### config.mk
export PLATFORM = sky130hd
export DESIGN_NAME = seq_alu_core
export DESIGN_NICKNAME = d
export VERILOG_FILES = /design/src/rtl/seq_alu_core.sv
export SDC_FILE = /design/constraint.sdc
export NUM_CORES = 1
export LEC_CHECK = 0
export CAP_MARGIN = 20
export CELL_PAD_IN_SITES_DETAIL_PLACEMENT = 0
export CELL_PAD_IN_SITES_GLOBAL_PLACEMENT = 1
export CORE_ASPECT_RATIO = 1.1
export CORE_MARGIN = 2
export CORE_UTILIZATION = 44
export DETAILED_ROUTE_END_ITERATION = 7
export PLACE_DENSITY = 0.85
export RECOVER_POWER = 50
export SETUP_SLACK_MARGIN = 0.4
export SKIP_LAST_GASP = 1
export SYNTH_ARGS = -nofsm -noshare
export SYNTH_HDL_FRONTEND = slang
export SYNTH_SLANG_ARGS = --single-unit
### constraint.sdc
create_clock -name clk -period 5.4 [get_ports clk]
set_input_delay 0.54 -clock clk [delete_from_list [all_inputs] [get_ports clk]]
set_output_delay 0.54 -clock clk [all_outputs]
set_load 0.02 [all_outputs]
### src/rtl/seq_alu_core.sv
// Multi-cycle ALU: add/sub in one step, shift-add multiply and restoring divide/modulus
// one bit per cycle, behind a start/busy/done handshake with registered Result and Error.
module seq_alu_core #(
    parameter int unsigned WIDTH = 16
) (
    input  logic               clk,
    input  logic               rst,
    input  logic               start,
    input  logic [3:0]         OpCode,
    input  logic [WIDTH-1:0]   InputA,
    input  logic [WIDTH-1:0]   InputB,
    output logic               busy,
    output logic               done,
    output logic [2*WIDTH-1:0] Result,
    output logic [1:0]         Error
);

    localparam logic [3:0] OpAdd = 4'b0100;
    localparam logic [3:0] OpSub = 4'b0101;
    localparam logic [3:0] OpMul = 4'b0110;
    localparam logic [3:0] OpDiv = 4'b0111;
    localparam logic [3:0] OpMod = 4'b1000;
    localparam int unsigned CntW = $clog2(WIDTH);

    typedef enum logic [1:0] {StIdle, StMul, StDiv, StFin} stateE;

    stateE              stateQ;
    logic [3:0]         opQ;
    logic [WIDTH-1:0]   aQ;
    logic [WIDTH-1:0]   bQ;
    logic [CntW-1:0]    cntQ;
    logic [2*WIDTH-1:0] prodQ;
    logic [WIDTH-1:0]   remQ;
    logic [WIDTH-1:0]   quoQ;

    logic [WIDTH-1:0]   bOp;
    logic [WIDTH:0]     fullSum;
    logic               carryIn;
    logic               ovf;
    logic [WIDTH:0]     mulSum;
    logic [WIDTH:0]     divShift;
    logic [WIDTH:0]     divDiff;
    logic [2*WIDTH-1:0] finResult;
    logic [1:0]         finError;

    always_comb begin
        bOp      = (opQ == OpSub) ? ~bQ : bQ;
        fullSum  = {1'b0, aQ} + {1'b0, bOp} + {{WIDTH{1'b0}}, (opQ == OpSub)};
        // Carry into the MSB is recovered from the MSB sum bit and the operand MSBs.
        carryIn  = fullSum[WIDTH-1] ^ aQ[WIDTH-1] ^ bOp[WIDTH-1];
        ovf      = carryIn ^ fullSum[WIDTH];
        mulSum   = {1'b0, prodQ[2*WIDTH-1:WIDTH]} + (prodQ[0] ? {1'b0, aQ} : '0);
        divShift = {remQ, quoQ[WIDTH-1]};
        divDiff  = divShift - {1'b0, bQ};

        finResult = '0;
        finError  = 2'b00;
        case (opQ)
            OpAdd, OpSub: begin
                finResult = {{WIDTH{fullSum[WIDTH-1]}}, fullSum[WIDTH-1:0]};
                finError  = {1'b0, ovf};
            end
            OpMul: finResult = prodQ;
            OpDiv: begin
                if (bQ == '0) begin
                    finResult = '1;
                    finError  = 2'b10;
                end else begin
                    finResult = {{WIDTH{1'b0}}, quoQ};
                end
            end
            OpMod: begin
                if (bQ == '0) begin
                    finResult = {{WIDTH{1'b0}}, aQ};
                    finError  = 2'b10;
                end else begin
                    finResult = {{WIDTH{1'b0}}, remQ};
                end
            end
            default: finError = 2'b11;
        endcase
    end

    always_ff @(posedge clk) begin
        if (rst) begin
            stateQ <= StIdle;
            opQ    <= '0;
            aQ     <= '0;
            bQ     <= '0;
            cntQ   <= '0;
            prodQ  <= '0;
            remQ   <= '0;
            quoQ   <= '0;
            busy   <= 1'b0;
            done   <= 1'b0;
            Result <= '0;
            Error  <= 2'b00;
        end else begin
            case (stateQ)
                StIdle: begin
                    done <= 1'b0;
                    // A start during the done cycle is dropped.
                    if (start && !done) begin
                        opQ   <= OpCode;
                        aQ    <= InputA;
                        bQ    <= InputB;
                        cntQ  <= CntW'(WIDTH - 1);
                        prodQ <= {{WIDTH{1'b0}}, InputB};
                        remQ  <= '0;
                        quoQ  <= InputA;
                        busy  <= 1'b1;
                        if (OpCode == OpMul) begin
                            stateQ <= StMul;
                        end else if ((OpCode == OpDiv || OpCode == OpMod) && InputB != '0) begin
                            stateQ <= StDiv;
                        end else begin
                            stateQ <= StFin;
                        end
                    end
                end
                StMul: begin
                    prodQ <= {mulSum, prodQ[WIDTH-1:1]};
                    cntQ  <= cntQ - 1'b1;
                    if (cntQ == '0) stateQ <= StFin;
                end
                StDiv: begin
                    if (divDiff[WIDTH]) begin
                        remQ <= divShift[WIDTH-1:0];
                        quoQ <= {quoQ[WIDTH-2:0], 1'b0};
                    end else begin
                        remQ <= divDiff[WIDTH-1:0];
                        quoQ <= {quoQ[WIDTH-2:0], 1'b1};
                    end
                    cntQ <= cntQ - 1'b1;
                    if (cntQ == '0) stateQ <= StFin;
                end
                StFin: begin
                    Result <= finResult;
                    Error  <= finError;
                    done   <= 1'b1;
                    busy   <= 1'b0;
                    stateQ <= StIdle;
                end
                default: stateQ <= StIdle;
            endcase
        end
    end

endmodule

After elaboration in Yosys (flattened, before gate mapping)
Cells that the tools add are included.

Register bits: 142. Latch bits: 0. Bits in writable memories: 0. Bits in read-only memories: 0. Input bits: 39. Output and inout bits: 36. Logic and storage cells: 80. Memories: 0.

Add/subtract/negate cells: 5. Multipliers: 0. Div/mod/pow operators: 0. $lt $le $gt $ge: 0. Eq/ne operators: 13. Shifts and indexed selects: 0. Muxes and demuxes: 25. Bitwise logic cells: 4. Reductions and logical operators: 21.

Operators with widths (number): $pmux W32 S4 (1); $mux W16 (6); $mux W32 (2); $pmux W16 S2 (2); $pmux W32 S2 (1); $add A16 B16 Y17 (2); $eq A4 B3 Y1 const B (6); $add A17 B1 Y17 (1); $sub A17 B16 Y17 (1); $logic_not A16 Y1 (1); $not A16 Y16 (1); $reduce_bool A16 Y1 (1); $pmux W2 S3 (2); $reduce_and A2 Y1 (6); $eq A4 B4 Y1 const B (2); $mux W2 (4); $pmux W4 S2 (1); $reduce_bool A2 Y1 (4); $reduce_or A2 Y1 (3); $eq A2 B2 Y1 const B (2); $logic_not A4 Y1 (1); $mux W4 (1); $pmux W1 S2 (2); $sub A4 B1 Y4 const B (1); other kinds (9) (14).

Longest topological paths before layout
Gate-level depths: netlist of the first run.

Word-level depth: 8. Gate-level depth with buffers: 16. Depth with buffers taken out: 13.

Worst setup path after synthesis of the first run
Ideal clock, no wire load.

Path kind: reg-to-reg. Start: reg opQ[1]. End: reg Result[19]. Setup time: 122 ps. Arrival time: 3608 ps. Required time: 5278 ps. Path slack: 1670 ps. Stages on the path, launching flop included: 17. Path buffers: 4. Clock period less this slack: 3730 ps. Cell sequence: dfxtp_1 clkbuf_1 nand4bb_1 buf_2 buf_1 xnor2_1 ha_1 a21o_1 a211oi_1 nand3_1 nand4_1 a211oi_2 nor3_1 nor3_1 o211a_1 buf_6 a221o_1.

Cells in the longest elaborated chain, start to end: 5. Elaborated cells on any way between the ends: 10. Those cells by class: add/sub: 2; eq/ne: 5; mux: 2; reduce/logical: 1.

Ends and longest elaborated chain: start: declaration (line 28) `logic [3:0] opQ;`; start signal: assignment (line 104) `opQ <= OpCode;`; $eq A4 B3 Y1 (line 47, 48, 58); $mux W16 (line 47) `bOp = (opQ == OpSub) ? ~bQ : bQ;`; $add A16 B16 Y17 (line 48) `fullSum = {1'b0, aQ} + {1'b0, bOp} + {{WIDTH{1'b0}}, (opQ == OpSub)};`; $add A17 B1 Y17 (line 48); $pmux W32 S4 (*) (line 58) `case (opQ)`; end signal: assignment (line 138) `Result <= finResult;`; end: declaration (line 14) `output logic [2*WIDTH-1:0] Result,`.

Mark *: on every way between the ends. The rest lies on a longest branch, timed or not. A chain may end at the register's enable or synchronous reset.

Worst setup path in the final report of the first run
Start: reg opQ[0]. End: reg Error[0].

Cells in the longest elaborated chain, start to end: 8. Elaborated cells on any way between the ends: 14. Those cells by class: add/sub: 2; eq/ne: 5; mux: 2; bitwise: 3; reduce/logical: 2.

Ends and longest elaborated chain: $eq A4 B3 Y1 (line 47, 48, 58); $mux W16 (line 47); $add A16 B16 Y17 (line 48); $add A17 B1 Y17 (line 48); $xor A1 B1 Y1 (2 in a row) (line 50) `carryIn = fullSum[WIDTH-1] ^ aQ[WIDTH-1] ^ bOp[WIDTH-1];`; $xor A1 B1 Y1 (line 51) `ovf = carryIn ^ fullSum[WIDTH];`; $pmux W2 S3 (*) (line 58); end signal: assignment (line 139) `Error <= finError;`; end: declaration (line 15) `output logic [1:0] Error`.

Marks and branches as above.

==> results of run 1 <==
-- synthesized netlist by cell type (4+ instances only) --
library cell,count
xnor2_1,42
o21bai_1,6
o31a_1,5
nand3_1,8
and3_1,6
inv_1,33
o211ai_1,6
buf_1,7
nand2b_1,4
and2_1,20
xor2_1,11
a22oi_1,22
a221oi_1,4
a211oi_1,41
o21a_1,11
nand2_1,125
clkbuf_1,46
o21ai_1,11
mux2i_1,59
nor2b_1,6
nor4_1,9
o221ai_1,6
o21ai_0,36
a222oi_1,5
nor3_1,22
a221o_1,16
dfxtp_1,142
nor2_1,119
a31oi_1,4
ha_1,56
a21o_1,10
a21oi_1,85
-- sequential cells by signal (all words and copies together) (netlist names) --
name,cells
opQ,4
done,1
bQ,16
Error,2
aQ,16
cntQ,4
quoQ,16
busy,1
Result,32
prodQ,32
remQ,16
stateQ,2
-- logic make-up after synthesis --
family,count (synthesis)
compound gates,294
xor+xnor,54
fa+ha+maj,59
buf+inv,89
flops,142
mux,61
simple gates,334
-- per-layer routing --
layer / part of all wire (%) / global-route usage [%] / wire length [µm] / vias up
met3: 5.8 / 4.709 / 1494 / 40
met1: 44 / 33.12 / 11320 / 3708
li1: - / - / - / 3857
met2: 47 / 42.35 / 12010 / 251
met4: 3.7 / 10.83 / 958 / 0
met5: 0 / 0 / 0 / -
-- power groups by stage --
stage	combinational, mW	sequential, mW	clock [mW]
finish	2.11	1.54	1.22
global route	2.34	1.56	1.27
detailed placement	2.05	1.55	0
CTS	2.06	1.53	1.23
global placement	2.02	1.55	0
floorplan	1.68	1.41	0
-- metrics by stage --
stage	hold WS, ps	power, mW	area (µm²)	utilization (%)	cells
2_1_floorplan	454.4	3.090	8524	-	1033
3_3_place_gp	471.3	3.576	9432	49.56	1308
3_5_place_dp	473.9	3.605	9432	49.56	1308
4_1_cts	483.9	4.819	10040	52.74	1339
5_1_grt	490.6	5.168	10070	52.92	1343
6_report	475.4	4.859	10070	52.92	1343
-- worst max-delay path: stages (launching register included) --
cell and delay, ps:
dfxtp_1 470, nand4bb_1 630, xnor2_1 470, inv_1 90
fa_1 410, nor2b_1 160, o21bai_1 120, a21oi_1 200
nor3_1 100, o41ai_1 560, a2111oi_0 200, nor3_1 220
mux2_2 370, nand2_1 60
-- how the worst min path moves through the flow --
stage,to,cells past startpoint,start
after global routing,Result[4],2,Result[4]
final,Result[4],2,Result[4]
after floorplan,prodQ[30],2,prodQ[30]
after detailed placement,Result[22],1,Result[22]
after CTS,Result[4],2,Result[4]
after global placement,Result[16],1,Result[16]
-- layout make-up --
cell class,instances,area (µm²)
Timing Repair Buffer,88,852.1
Multi-Input combinational cell,802,5338
Clock inverter,10,126.4
Sequential cell,142,2843
Fill cell,1813,8960
Tap cell,247,309.0
Clock buffer,21,480.5
Inverter,33,123.9
==> impl_metrics.tcl, run 1 <==
set metrics [dict create \
    antenna_found_initial 0 \
    synth-seq-area-share_pct 33.35 \
    cp.arrival_ps 4500 \
    root_buffer "clkbuf_16" \
    wire_per_inst_um 19.19 \
    grt_pass1_wl_um 40210 \
    ys_warn_count 0 \
    syn_area_mm2 0.008524 \
    drt-initial-drc-count 623 \
    crit_path_end_kind "register" \
    rr_endpoint "Error[0]" \
    worst_slack_ps 1277 \
    power.internal_mw 2.896 \
    cts_sinks 142 \
    post-synth-top-area-cell "dfxtp_1" \
    crit_path_start "opQ[0]" \
    worstSetupPathType "register to register" \
    ant_nets 0 \
    synth_xor_area_share_pct 5.636 \
    synthArstFlopShare_pct 0 \
    syn_nets 1131 \
    syn_to_final_growth_pct 18.16 \
    gr-usage-all-layers_pct 25.81 \
    initial_core_util_pct 44.79 \
    pre_cts_ws_ps 1358 \
    rrSetupSlack_ps 1280 \
    cts_tree "done" \
    die_h_um 150.0 \
    coreArea_mm2 0.01903 \
    critical_path_required_ps 5770 \
    vdd_drop_max_uv 567.4 \
    hold_buffers 0 \
    fin_nets 1182 \
    synth_compound_area_share_pct 23.50 \
    clock.fmax_mhz 242.5 \
    p_seq_share_pct 31.6 \
    vias 7856 \
    num_rows 53 \
    tightest_slew_ps 1664 \
    die_area_mm2 0.02050 \
    p_sw_mw 1.963 \
    synth_mux_area_share_pct 7.192 \
    setup_viol 0 \
    pin_count 75 \
    overflow 0 \
    grt_max_degree 69 \
    synth_ff_type "dfxtp_1" \
    cap_violations 1 \
    final_common_cell "dfxtp_1" \
    rsz0062_at_grt "no" \
    max-slew-margin-rel_pct -10.92 \
    p_clk_share_pct 25.1 \
    p_per_area_mw_per_mm2 482.4 \
    port-buffer-count 74 \
    clk_latency_ps 430 \
    status "finished with violations" \
    vias_per_cell 5.850 \
    ys_types 64 \
    synth_edf_count 0 \
    synth_fa_ha_area_share_pct 8.924 \
    syn_inst 1033 \
    cts_buffers 17 \
    synthSimpleGateAreaFrac_pct 17.29 \
    period_needed_ps 4123 \
    ys_seq_elements 142 \
    synth_top_family_by_area "compound AO/OA/AOI/OAI gates" \
    drive_gt1_share_pct 5.018 \
    h-tree-depth 4 \
    clock_path_buffers 2 \
    synth_area_per_cell_um2 8.252 \
    path_clk_slew_ps 70 \
    switching_share_pct 40.40 \
    timing.final.crit_share_pct 76.36 \
    power.share.combinational_pct 43.3 \
    n_antenna_cell 0 \
    ys_top_cells_by_area "dfxtp_1 33%, ha_1 8.2%, mux2i_1 6.9%" \
    hold_viol 0 \
    dp_hpwl_um 19160 \
    die_w_um 136.7 \
    cts_resized 0 \
    maxSlewViolCount 37 \
    final_cell_mix "142 x dfxtp_1, 125 x nand2_1, 119 x nor2_1" \
    cp-endpoint "Error[0]" \
    tns_ps 0 \
    critPathMaxFanout 9 \
    finalWeightedCongestion 0.9763 \
    synth_top_area_share_pct 33.35 \
    grt_pass1_vias 7283 \
    cp-start-kind "register" \
    drc 0 \
    post_cts_buffers 0 \
    regToRegStartpoint "opQ[0]" \
    violations "max-capacitance violations, max-slew violations" \
    drt-total-wl_um 25780 \
    dr.pass1.iters 7 \
    clock-skew-final_ps 10.65 \
    r2r_cells 13 \
    min_path_type "register to register" \
    p_leak_nw 3.989 \
]
No activity file was read; power rests on OpenSTA's default activity.
==> run 2, diff against run 1 <==
CORE_UTILIZATION = 40   (was 44)
PLACE_DENSITY = 0.82   (was 0.85)
clock period = 3.3 ns   (was 5.4 ns; I/O delays follow)
==> run 2 against run 1 <==
The flow still finishes with violations (max-capacitance violations, max-slew violations). Maximum frequency is 26% higher. Sequential cell count stayed put. Non-clock buffer count is 57 higher. Total power is 78% higher. Register-to-register slack worse by 1200 ps. Setup slack worse by 1200 ps. Largest power group unchanged.
==> impl_metrics.tcl, run 2 (synthesis results as in run 1) <==
set metrics [dict create \
    status "finished with violations" \
    violations "max-capacitance violations, max-slew violations" \
    grt_pass1_vias 7676 \
    cp-start-kind "register" \
    top_regs "Result x32, prodQ x32" \
    dr.pass1.iters 6 \
    grt_max_degree 41 \
    port-buffer-count 74 \
    critPathMaxFanout 5 \
    pre_cts_ws_ps -68.73 \
    maxSlewViolCount 37 \
    max-slew-margin-rel_pct -18.04 \
    h-tree-depth 4 \
    tightest_slew_ps 1771 \
    rrSetupSlack_ps 40 \
    die_area_mm2 0.02250 \
    min_path_type "input port to register" \
    overflow 0 \
    cp.arrival_ps 3640 \
    period_needed_ps 3264 \
    path_clk_slew_ps 60 \
    cts_tree "done" \
    clock_path_buffers 2 \
    dp_hpwl_um 20600 \
    crit_path_end_kind "register" \
    finalWeightedCongestion 0.9866 \
    vias_per_cell 5.628 \
    ant_nets 0 \
    setup_viol 0 \
    final_cell_mix "139 x dfxtp_1, 124 x nand2_1, 119 x nor2_1" \
    fin_nets 1240 \
    coreArea_mm2 0.02109 \
    wire_per_inst_um 19.28 \
    rsz0062_at_grt "yes" \
    cts_sinks 142 \
    vdd_drop_max_uv 387.7 \
    die_h_um 157.1 \
    worstSetupPathType "register to register" \
    worst_slack_ps 36.23 \
    die_w_um 143.2 \
    initial_core_util_pct 40.42 \
    multiInputGateArea_mm2 0.005702 \
    drc 0 \
    timing.final.crit_share_pct 98.90 \
    syn_to_final_growth_pct 28.48 \
    cts_buffers 17 \
    clk_latency_ps 440 \
    gr-usage-all-layers_pct 24.84 \
    num_rows 56 \
    root_buffer "clkbuf_16" \
    vias 8138 \
    cap_violations 1 \
    clock-skew-final_ps 17.08 \
    clock.fmax_mhz 306.4 \
    p_per_area_mw_per_mm2 789.3 \
    drt-total-wl_um 27890 \
    fillCellCount 1966 \
    antenna_found_initial 1 \
    drive_gt1_share_pct 13.94 \
    p_leak_nw 4.440 \
    drt-initial-drc-count 582 \
    pin_count 75 \
    final_common_cell "dfxtp_1" \
    hold_viol 0 \
    critical_path_required_ps 3680 \
    power_mw 8.645 \
    grt_pass1_wl_um 42570 \
    register_area_mm2 0.002846 \
]
## run 2: layer usage
layer / share of wire, % / global-route usage [%] / vias to the layer above
li1: - / - / 3962
met3: 6.1 / 4.655 / 55
met5: 0 / 0 / -
met1: 42 / 31.13 / 3859
met2: 47 / 41.38 / 262
met4: 4.4 / 11.27 / 0
## run 2: path summary, 6_finish.rpt
check        startpoint   endpoint  depth (start not counted)
min                 rst    cntQ[3]                          2
max              opQ[3]   Error[0]                         15
max reg2reg      opQ[3]   Error[0]                         15
min reg2reg   Result[8]  Result[8]                          2
## run 2: where the power goes
group | leakage (nW) | total (mW) | internal [mW] | switching [mW]
clock | 0.276 | 1.90 | 1.10 | 0.797
combinational | 3.00 | 4.30 | 2.02 | 2.28
sequential | 1.16 | 2.45 | 2.06 | 0.390
total | 4.44 | 8.64 | 5.18 | 3.47
## run 2: critical path, stage by stage (launching register included)
cell and delay (ps):
dfxtp_2 330, nand4bb_4 290, buf_12 210, buf_4 160, xnor2_1 130, ha_1 380
nand2_1 90, o21ai_0 170, nand2_1 120, a211oi_2 320, buf_4 180, nor3_4 50
buf_4 140, or3_1 300, mux2_4 260, nand2_1 50
## run 2: area by class of cell
cell class | instances | share of cell area [%]
Tap cell | 290 | 3.313
Sequential cell | 142 | 25.99
Antenna cell | 1 | 0.02285
Multi-Input combinational cell | 803 | 52.06
Clock inverter | 11 | 0.9711
Clock buffer | 21 | 4.296
Inverter | 33 | 1.131
Timing Repair Buffer | 145 | 12.21
## run 2: stage by stage
stage | setup TNS, ps | area [µm²] | utilization, % | hold slack (ps) | cells
4_1_cts | 0 | 10720 | 50.84 | 316.6 | 1437
5_1_grt | -975.3 | 10950 | 51.92 | 336.5 | 1445
6_report | 0 | 10950 | 51.93 | 324.9 | 1446
3_3_place_gp | 0 | 9873 | 46.81 | 451.0 | 1387
2_1_floorplan | 0 | 8658 | - | 454.4 | 1033
3_5_place_dp | -884.5 | 9881 | 46.85 | 457.3 | 1388
## run 2: what timing repair did
| action | in CTS | in global routing |
|---|---|---|
| hold buffers | 0 | 0 |
| pin swaps | 12 | 15 |
| endpoints found under the setup margin | 38 | 44 |
| resized for setup | 20 | 27 |
| setup buffers | 15 | 6 |
| cloned | 2 | 1 |
==> run 3, diff against run 2 <==
CORE_MARGIN = 5   (was 2)
CTS_CLUSTER_DIAMETER = 30   (was not set)
==> run 3 against run 2 <==
Register-to-register slack gained 50 ps. Total power rose by 3.3%. Critical path depth stayed put. Largest power group unchanged. The flow still finishes with violations (max-capacitance violations, max-slew violations). Highest routed layer unchanged. Critical path type unchanged. Critical endpoint is now remQ[4].
==> impl_metrics.tcl, run 3 (synthesis results as in run 1) <==
set metrics [dict create \
    status "finished with violations" \
    violations "max-capacitance violations, max-slew violations" \
    clock.fmax_mhz 311.6 \
    clock-skew-final_ps 8.653 \
    tightest_slew_ps 1770 \
    p_clk_share_pct 23.4 \
    coreArea_mm2 0.02116 \
    pre_cts_ws_ps -4.226 \
    worstSetupPathType "register to register" \
    path_clk_slew_ps 70 \
    final_common_cell "dfxtp_1" \
    critPathMaxFanout 6 \
    setup_viol 0 \
    initial_core_util_pct 40.29 \
    vias_per_cell 5.680 \
    drive_gt1_share_pct 15.46 \
    die_area_mm2 0.02433 \
    cts_sinks 142 \
    power.share.combinational_pct 49.2 \
    die_h_um 163.1 \
    die_w_um 149.2 \
    drt-total-wl_um 28290 \
    cap_violations 1 \
    dp_hpwl_um 20760 \
    p_leak_nw 4.475 \
    n_antenna_cell 0 \
    port-buffer-count 74 \
    num_rows 56 \
    hold_viol 0 \
    hold_buffers 0 \
    syn_to_final_growth_pct 30.81 \
    p_sw_mw 3.587 \
    finalWeightedCongestion 0.9484 \
    drc 0 \
    switching_share_pct 40.16 \
    clk_latency_ps 430 \
    crit_path_start "quoQ[15]" \
    maxSlewViolCount 37 \
    timing.final.crit_share_pct 97.26 \
    wire_per_inst_um 19.46 \
    power.internal_mw 5.344 \
    power_mw 8.931 \
    vdd_drop_max_uv 436.8 \
    critical_path_required_ps 3600 \
    p_seq_share_pct 27.4 \
    final_cell_mix "139 x dfxtp_1, 123 x nand2_1, 118 x nor2_1" \
    ant_nets 0 \
    cts_tree "done" \
    regToRegStartpoint "quoQ[15]" \
    dp.cells 1387 \
    grt_max_degree 44 \
    hold_ws_ps 324.3 \
    worst_slack_ps 90.39 \
    fin_cells 1454 \
    min_path_type "input port to register" \
    fin_nets 1249 \
    cp-start-kind "register" \
    dr.pass1.iters 6 \
    vias 8258 \
    rsz0062_at_grt "yes" \
    max-slew-margin-rel_pct -17.97 \
    top_regs "Result x32, prodQ x32" \
    cp.arrival_ps 3510 \
    clock_path_buffers 2 \
    overflow 0 \
    p_per_area_mw_per_mm2 800.9 \
    antenna_found_initial 0 \
    place_area_mm2 0.009873 \
    root_buffer "clkbuf_16" \
    grt_pass1_wl_um 43870 \
    hp-start "rst" \
    grt_pass1_vias 7891 \
    cts_buffers 17 \
    h-tree-depth 4 \
    crit_path_end_kind "register" \
    tns_ps 0 \
    drt-initial-drc-count 712 \
    pin_count 75 \
    gr-usage-all-layers_pct 23.05 \
    finish.utilization_pct 52.70 \
    period_needed_ps 3210 \
    final_area_mm2 0.01115 \
]
## run 3: path summary, 6_finish.rpt
path	slack (ps)	cells after the start	end
worst min register to register	480	1	Result[26]
worst max register to register	90	15	remQ[4]
worst max-delay path	90	15	remQ[4]
worst min-delay path	320	2	cntQ[3]
## run 3: what timing repair did
action,in CTS,in global routing
cloned,2,0
endpoints found under the hold margin,0,0
buffers inserted,22,11
endpoints found under the setup margin,37,45
resized for setup,32,33
pin swaps,15,19
## run 3: worst max-delay path, cell delays in order (launching register included)
cell	delay, ps
dfxtp_2	320
inv_2	60
ha_4	130
inv_2	40
fa_2	340
a211oi_2	200
nor2_1	90
o31a_1	260
a41o_1	210
o41a_1	380
a221oi_4	330
xnor2_4	190
buf_6	160
buf_16	120
mux2i_1	180
o21ai_1	70
## run 3: power groups by stage
stage / Sequential [mW] / Combinational (mW) / Clock, mW
floorplan: 2.32 / 2.83 / 0
CTS: 2.43 / 4.19 / 2.11
finish: 2.44 / 4.40 / 2.09
global placement: 2.45 / 3.67 / 0
detailed placement: 2.46 / 3.72 / 0
global route: 2.47 / 4.78 / 2.19
## run 3: final cells by class
| class | count | area [µm²] |
|---|---|---|
| well taps | 290 | 362.8 |
| fillers | 2005 | 10010 |
| clock buffers | 17 | 425.4 |
| inverters | 33 | 123.9 |
| multi-input cells | 803 | 5781 |
| repair buffers | 154 | 1408 |
| clock inverters | 15 | 203.9 |
| flip-flops and latches | 142 | 2846 |
## run 3: per-layer routing
layer	global-route usage (%)	vias up	share of wire, %
met4	11.90	0	5.3
met2	37.23	293	47
li1	-	3975	-
met3	4.440	70	6.3
met5	0	-	0
met1	29.25	3920	42
